--- config.mk ---
export PLATFORM = sky130hd
export DESIGN_NAME = vram_line_painter
export DESIGN_NICKNAME = d
export VERILOG_FILES = /design/src/rtl/vram_line_painter.sv
export SDC_FILE = /design/constraint.sdc
export NUM_CORES = 1
export LEC_CHECK = 0
export BUFFER_PORTS_ARGS = -buffer_cell sky130_fd_sc_hd__buf_2
export CAP_MARGIN = 10
export CORE_MARGIN = 5
export CORE_UTILIZATION = 40
export DETAILED_ROUTE_END_ITERATION = 6
export PLACE_DENSITY = 0.6
export SETUP_SLACK_MARGIN = 0.05
export SYNTH_ARGS = -nofsm -noshare
export SYNTH_HDL_FRONTEND = slang
export SYNTH_SLANG_ARGS = --single-unit
--- constraint.sdc ---
create_clock -name clk -period 6.4 [get_ports clk]
set_input_delay 0.64 -clock clk [delete_from_list [all_inputs] [get_ports clk]]
set_output_delay 0.64 -clock clk [all_outputs]
set_load 0.02 [all_outputs]
--- src/rtl/vram_line_painter.sv ---
// Touch-to-VRAM pen rasterizer: full-screen clear, then Bresenham strokes between successive touch samples.
// One pixel written per cycle; all outputs registered.
module vram_line_painter #(
  parameter int DISPLAY_WIDTH  = 240,
  parameter int DISPLAY_HEIGHT = 320,
  parameter int VRAM_W         = 16,
  parameter logic [VRAM_W-1:0] FG_COLOR = VRAM_W'(16'hFD20),
  parameter logic [VRAM_W-1:0] BG_COLOR = VRAM_W'(16'h000F)
) (
  input  logic                                           clk,
  input  logic                                           rst,
  input  logic                                           ena,
  input  logic                                           touch_valid,
  input  logic [8:0]                                     touch_x,
  input  logic [8:0]                                     touch_y,
  input  logic                                           clear_req,
  output logic                                           vram_wr_ena,
  output logic [$clog2(DISPLAY_WIDTH*DISPLAY_HEIGHT)-1:0] vram_wr_addr,
  output logic [VRAM_W-1:0]                              vram_wr_data,
  output logic                                           busy
);

  localparam int VRAM_L = DISPLAY_WIDTH * DISPLAY_HEIGHT;
  localparam int ADDR_W = $clog2(VRAM_L);
  localparam int CNT_W  = $clog2(VRAM_L + 1);
  localparam logic [8:0]        X_MAX      = 9'(DISPLAY_WIDTH - 1);
  localparam logic [8:0]        Y_MAX      = 9'(DISPLAY_HEIGHT - 1);
  localparam logic [ADDR_W-1:0] ROW_STRIDE = ADDR_W'(DISPLAY_WIDTH);
  localparam logic [CNT_W-1:0]  CLR_END    = CNT_W'(VRAM_L);

  typedef enum logic [1:0] {S_CLEAR, S_IDLE, S_LINE} state_t;

  state_t             state;
  logic [CNT_W-1:0]   clr_cnt;
  logic               clr_pend;
  logic               pen_down;
  logic [8:0]         lx, ly;
  logic [8:0]         cx, cy;
  logic [8:0]         ex, ey;
  logic               x_neg, y_neg;
  logic signed [11:0] dx, dy, err;

  logic [8:0]         tx, ty, x0, y0;
  logic signed [11:0] x_diff, y_diff, dx0, dy0;
  logic signed [12:0] e2, dx13, dy13;
  logic               dup, at_end, step_x, step_y;
  logic [8:0]         nx, ny;
  logic signed [11:0] nerr;

  function automatic logic [ADDR_W-1:0] pix_addr(input logic [8:0] x, input logic [8:0] y);
    return ADDR_W'(y) * ROW_STRIDE + ADDR_W'(x);
  endfunction

  // Line setup from the clamped sample, plus one Bresenham step of the active line.
  always_comb begin
    tx     = (touch_x > X_MAX) ? X_MAX : touch_x;
    ty     = (touch_y > Y_MAX) ? Y_MAX : touch_y;
    x0     = pen_down ? lx : tx;
    y0     = pen_down ? ly : ty;
    x_diff = $signed({3'b000, tx}) - $signed({3'b000, x0});
    y_diff = $signed({3'b000, ty}) - $signed({3'b000, y0});
    dx0    = x_diff[11] ? -x_diff : x_diff;
    dy0    = y_diff[11] ? y_diff : -y_diff;
    dup    = pen_down && (tx == lx) && (ty == ly);

    at_end = (cx == ex) && (cy == ey);
    e2     = {err, 1'b0};
    dx13   = {dx[11], dx};
    dy13   = {dy[11], dy};
    step_x = (e2 >= dy13);
    step_y = (e2 <= dx13);
    nerr   = err;
    nx     = cx;
    ny     = cy;
    if (step_x) begin
      nerr = nerr + dy;
      nx   = x_neg ? cx - 9'd1 : cx + 9'd1;
    end
    if (step_y) begin
      nerr = nerr + dx;
      ny   = y_neg ? cy - 9'd1 : cy + 9'd1;
    end
  end

  always_ff @(posedge clk) begin
    if (rst) begin
      state        <= S_CLEAR;
      clr_cnt      <= '0;
      clr_pend     <= 1'b0;
      pen_down     <= 1'b0;
      lx           <= '0;
      ly           <= '0;
      cx           <= '0;
      cy           <= '0;
      ex           <= '0;
      ey           <= '0;
      x_neg        <= 1'b0;
      y_neg        <= 1'b0;
      dx           <= '0;
      dy           <= '0;
      err          <= '0;
      vram_wr_ena  <= 1'b0;
      vram_wr_addr <= '0;
      vram_wr_data <= '0;
      busy         <= 1'b0;
    end else begin
      if (clear_req) clr_pend <= 1'b1;
      case (state)
        S_CLEAR: begin
          if (clr_cnt == CLR_END) begin
            state       <= S_IDLE;
            pen_down    <= 1'b0;
            vram_wr_ena <= 1'b0;
            busy        <= 1'b0;
          end else begin
            vram_wr_ena  <= 1'b1;
            vram_wr_addr <= clr_cnt[ADDR_W-1:0];
            vram_wr_data <= BG_COLOR;
            clr_cnt      <= clr_cnt + CNT_W'(1);
            busy         <= 1'b1;
          end
        end
        S_IDLE: begin
          vram_wr_ena <= 1'b0;
          if (clr_pend) begin
            // A request arriving on this very cycle must survive into the next clear.
            clr_pend <= clear_req;
            clr_cnt  <= '0;
            state    <= S_CLEAR;
            busy     <= 1'b1;
          end else if (ena && touch_valid) begin
            if (!dup) begin
              state        <= S_LINE;
              pen_down     <= 1'b1;
              lx           <= tx;
              ly           <= ty;
              cx           <= x0;
              cy           <= y0;
              ex           <= tx;
              ey           <= ty;
              dx           <= dx0;
              dy           <= dy0;
              err          <= dx0 + dy0;
              x_neg        <= x_diff[11];
              y_neg        <= y_diff[11];
              vram_wr_ena  <= 1'b1;
              vram_wr_addr <= pix_addr(x0, y0);
              vram_wr_data <= FG_COLOR;
              busy         <= 1'b1;
            end
          end else if (!touch_valid) begin
            pen_down <= 1'b0;
          end
        end
        S_LINE: begin
          if (at_end) begin
            state       <= S_IDLE;
            vram_wr_ena <= 1'b0;
            busy        <= 1'b0;
          end else begin
            cx           <= nx;
            cy           <= ny;
            err          <= nerr;
            vram_wr_ena  <= 1'b1;
            vram_wr_addr <= pix_addr(nx, ny);
          end
        end
        default: state <= S_CLEAR;
      endcase
    end
  end

endmodule

==> results.md <==
- Synthesized area per cell: 7.904 um^2
- Max Clk Rate: 171.5 MHz
- Worst-path cell chain: ha_1 > a211oi_1 > nor2_1 > o31a_1 > o41ai_4 > buf_6 > xor2_1 > xnor2_1 > ha_1 > ha_1 > xnor2_1 > inv_1 > fa_1 > xnor2_1 > ha_1 > nand2_1 > o21ai_1 > nand2_1 > or4_1 > nand2_1 > nor3b_1 > o221ai_1 > a21oi_1
- Skew final: 0.01732 ns
- Final ANT Viol Nets: 0
- Post-Syn Area: 12,460 um^2
- Critical hold path startpoint: clear_req
- Worst Path Buf+Inv: 2
- Maxcap violations: 0
- Post-synthesis mux area share: 4.597%
- Share of post-route cells with drive strength above 1: 10.11%
- Worst min path class: in -> reg
- Die area: 34,790 um^2
- Tmin final: 5.831 ns
- DRT Pass-1 Iters: 5
- Post-CTS setup buffers: 0
- CTS clk-pin slew, worst paths: 0.06 ns
- PortBufs: 53
- Post-synth top area cell: dfxtp_1
- # diodes: 0
- R2R Path End: vram_wr_addr[13]
- Total net switching power: 0.9747 mW
- Crit-path max cell delay: 0.46 ns
- IO Count: 58
- Reg power frac: 26.5%
- Reg2Reg Depth: 23
- DIE HEIGHT: 186.5 um
- Pint: 1.789 mW
- H-Tree Depth: 4
- Starting density of the core: 40.64%
- Routability cong.: 0.8735
- Total power: 2.764 mW
- Power per cell area: 200.8 nW/um^2
- Largest net degree at the start of global routing: 54
- Tcrit/Tclk final: 91.11%
- Floorplan row count: 64
- Clock power frac: 36.6%
- Worst Hold Path Cells: 3
- Worst-Skew Late Latency: 0.43 ns
- Lkg Pwr: 6.070 nW
- Synth warn: 0
- Final wirelength: 34.70 mm
- Most used flip-flop cell after synthesis: dfxtp_1
- Slew Viols, Final: 0
- Core Region: 30,670 um^2
- Post-Syn Instances: 1,577
- Simple-gate area share of the yosys netlist: 18.26%
- Worst path arrival time: 6.17 ns
- Yosys reg bits: 116
- Final Hold Fails: 0
- Worst VDD drop: 0.0001674 V
- Number of global-route vias before repair: 10,710
- Max_slew headroom: 37.24%
- CP max stage cell: dfxtp_1
- Main combinational cell family by area after synthesis: compound AO/OA/AOI/OAI gates
- Delay-heaviest family, CP: adder cells
- Setup CP Type: reg -> reg
- DR iter-0 viols: 684
- Die X: 186.5 um
- Seq/Total Area, Yosys: 18.63%
- Worst-margin pin slew: 0.9404 ns
- Vias: 11,150
- Fin nets: 1,808
- Finish-stage setup viols: 0
- Top cell type's share of synthesized area: 18.63%
- Clock Path Buffers: 2
- Netlist cell types: 89
- Switch share: 35.27%
- First-pass GRT wire length: 56.25 mm
- Post-DR vias/cell: 5.526
- Area Overhead vs Synth: 10.44%
- Hpwl dp: 26.94 mm
- Overall Global Routing Usage: 19.48%
- Total grt overflow: 0
- Routed length per instance: 17.20 um
- Clock root cell: clkbuf_16
- Critical path endpoint category: register
- Hold Path End: clr_pend
- Setup TNS: 0 ns
- Comb power frac: 37.0%
- Status: complete, no violations
- Crit-path max FO: 16
- DRC errors left: 0
- R2R setup slack: 0.57 ns
- RSZ-0062 raised after global routing: no
- Reg2reg start: err[1]
- Cell repeated most along the worst path: ha_1
- Filler Cells Inserted: 3,070
- CP Data Required Time: 6.74 ns
- CTS tree: built
- Synth top area cells: dfxtp_1, ha_1, xnor2_1
- Synth Area in Adders: 19.53%
- Post-synth ARST share: 0%
- Worst hold slack: 0.4441 ns
- Xor/xnor share of the synthesized area: 9.486%
- Clock sink count: 116
- Initial antenna violation count: 0
- Post-synth EDFFs: 0
- TritonCTS Buffers: 17
- Final Util: 44.88%
- Crit path launch type: register
- Complex-gate fraction of the synthesized area: 22.26%
-- worst register-to-register path, stage by stage (launching register included) --
cell and delay [ns]:
dfxtp_1 0.46, ha_1 0.30, a211oi_1 0.23, nor2_1 0.08
o31a_1 0.33, o41ai_4 0.36, buf_6 0.24, xor2_1 0.30
xnor2_1 0.20, ha_1 0.28, ha_1 0.33, xnor2_1 0.24
inv_1 0.08, fa_1 0.40, xnor2_1 0.14, ha_1 0.34
nand2_1 0.07, o21ai_1 0.24, nand2_1 0.11, or4_1 0.44
nand2_1 0.07, nor3b_1 0.19, o221ai_1 0.15, a21oi_1 0.16
-- flip-flops by register name (all words and copies together) (netlist names) --
name          cells
cx                9
clr_pend          1
vram_wr_data      2
dy               12
ex                9
state             2
cy                9
vram_wr_addr     17
err              12
busy              1
pen_down          1
y_neg             1
dx               12
ey                9
clr_cnt          17
x_neg             1
vram_wr_ena       1
-- stage by stage --
step,std cells,setup WS [ns],instance area (um^2)
detailed placement,1988,0.1017,13110
global placement,1988,0.2879,13110
global route,2018,0.02855,13770
floorplan,1582,0.8033,12480
CTS,2018,0.2220,13710
finish,2018,0.5687,13770
-- how the worst max path moves through the flow --
stage | start | endpoint | slack, ns | cells past startpoint
2_1_floorplan | err[1] | vram_wr_addr[16] | 0.80 | 21
3_3_place_gp | touch_y[7] | vram_wr_addr[14] | 0.29 | 20
3_5_place_dp | touch_y[7] | err[11] | 0.10 | 22
4_1_cts | err[1] | vram_wr_addr[16] | 0.22 | 21
5_1_grt | touch_x[7] | err[11] | 0.03 | 25
6_report | err[1] | vram_wr_addr[13] | 0.57 | 23
-- power groups by stage --
stage               logic (mW)  clock network (mW)  registers [mW]
floorplan                0.749                   0           0.748
global placement         0.983                   0           0.747
detailed placement        1.00                   0           0.747
CTS                       1.01                1.03           0.731
global route              1.14                1.06           0.731
finish                    1.02                1.01           0.731
-- cells in the final DEF, fill, tap and decap left out, drive strengths merged, types with 19 or more instances in the layout --
cell type / count
nand2: 91
xor2: 53
nand3: 30
or3: 26
buf: 84
mux2i: 37
clkbuf: 19
a21o: 27
a21oi: 113
ha: 141
nor3: 38
a211oi: 32
dfxtp: 116
nor2: 185
inv: 133
fa: 33
xnor2: 82
o21ai: 89
o21a: 21
-- layer usage --
layer / track usage (%) / share of wire, %
met1: 26.51 / 48
met2: 32.63 / 46
met3: 2.672 / 4.2
met4: 5.045 / 1.8
met5: 0 / 0
-- cell families (layout without fill, tap and decap cells) --
kind of cell / after synthesis / count (layout)
simple gates: 472 / 472
compound gates: 415 / 415
buf+inv: 208 / 248
fa+ha+maj: 175 / 175
mux: 55 / 55
xor+xnor: 135 / 135
flops: 116 / 116
other cells: 1 / 6
-- final cells by class --
cell class | count | area, um^2 | share of cell area, %
clock buffers | 19 | 442.9 | 3.218
well taps | 396 | 495.5 | 3.599
multi-input cells | 1258 | 9340 | 67.85
inverters | 134 | 503.0 | 3.654
flip-flops and latches | 116 | 2322 | 16.87
clock inverters | 11 | 160.2 | 1.163
repair buffers | 84 | 501.7 | 3.645
-- synthesized netlist by cell type (all sizes together) (26+ instances only) --
| cell | count |
|---|---|
| nor2 | 185 |
| a211oi | 32 |
| fa | 33 |
| nand3 | 30 |
| a21o | 27 |
| inv | 133 |
| nor3 | 38 |
| nand2 | 91 |
| dfxtp | 116 |
| mux2i | 37 |
| clkbuf | 40 |
| buf | 34 |
| a21oi | 113 |
| ha | 141 |
| o21ai | 89 |
| xnor2 | 82 |
| xor2 | 53 |
| or3 | 26 |
-- repair_timing --
| action | 4_1_cts | 5_1_grt |
|---|---|---|
| setup endpoints to repair | 0 | 7 |
| gates resized for setup | 0 | 11 |
| hold buffers | 0 | 0 |
Note: power is estimated with default switching activity, not from simulation.
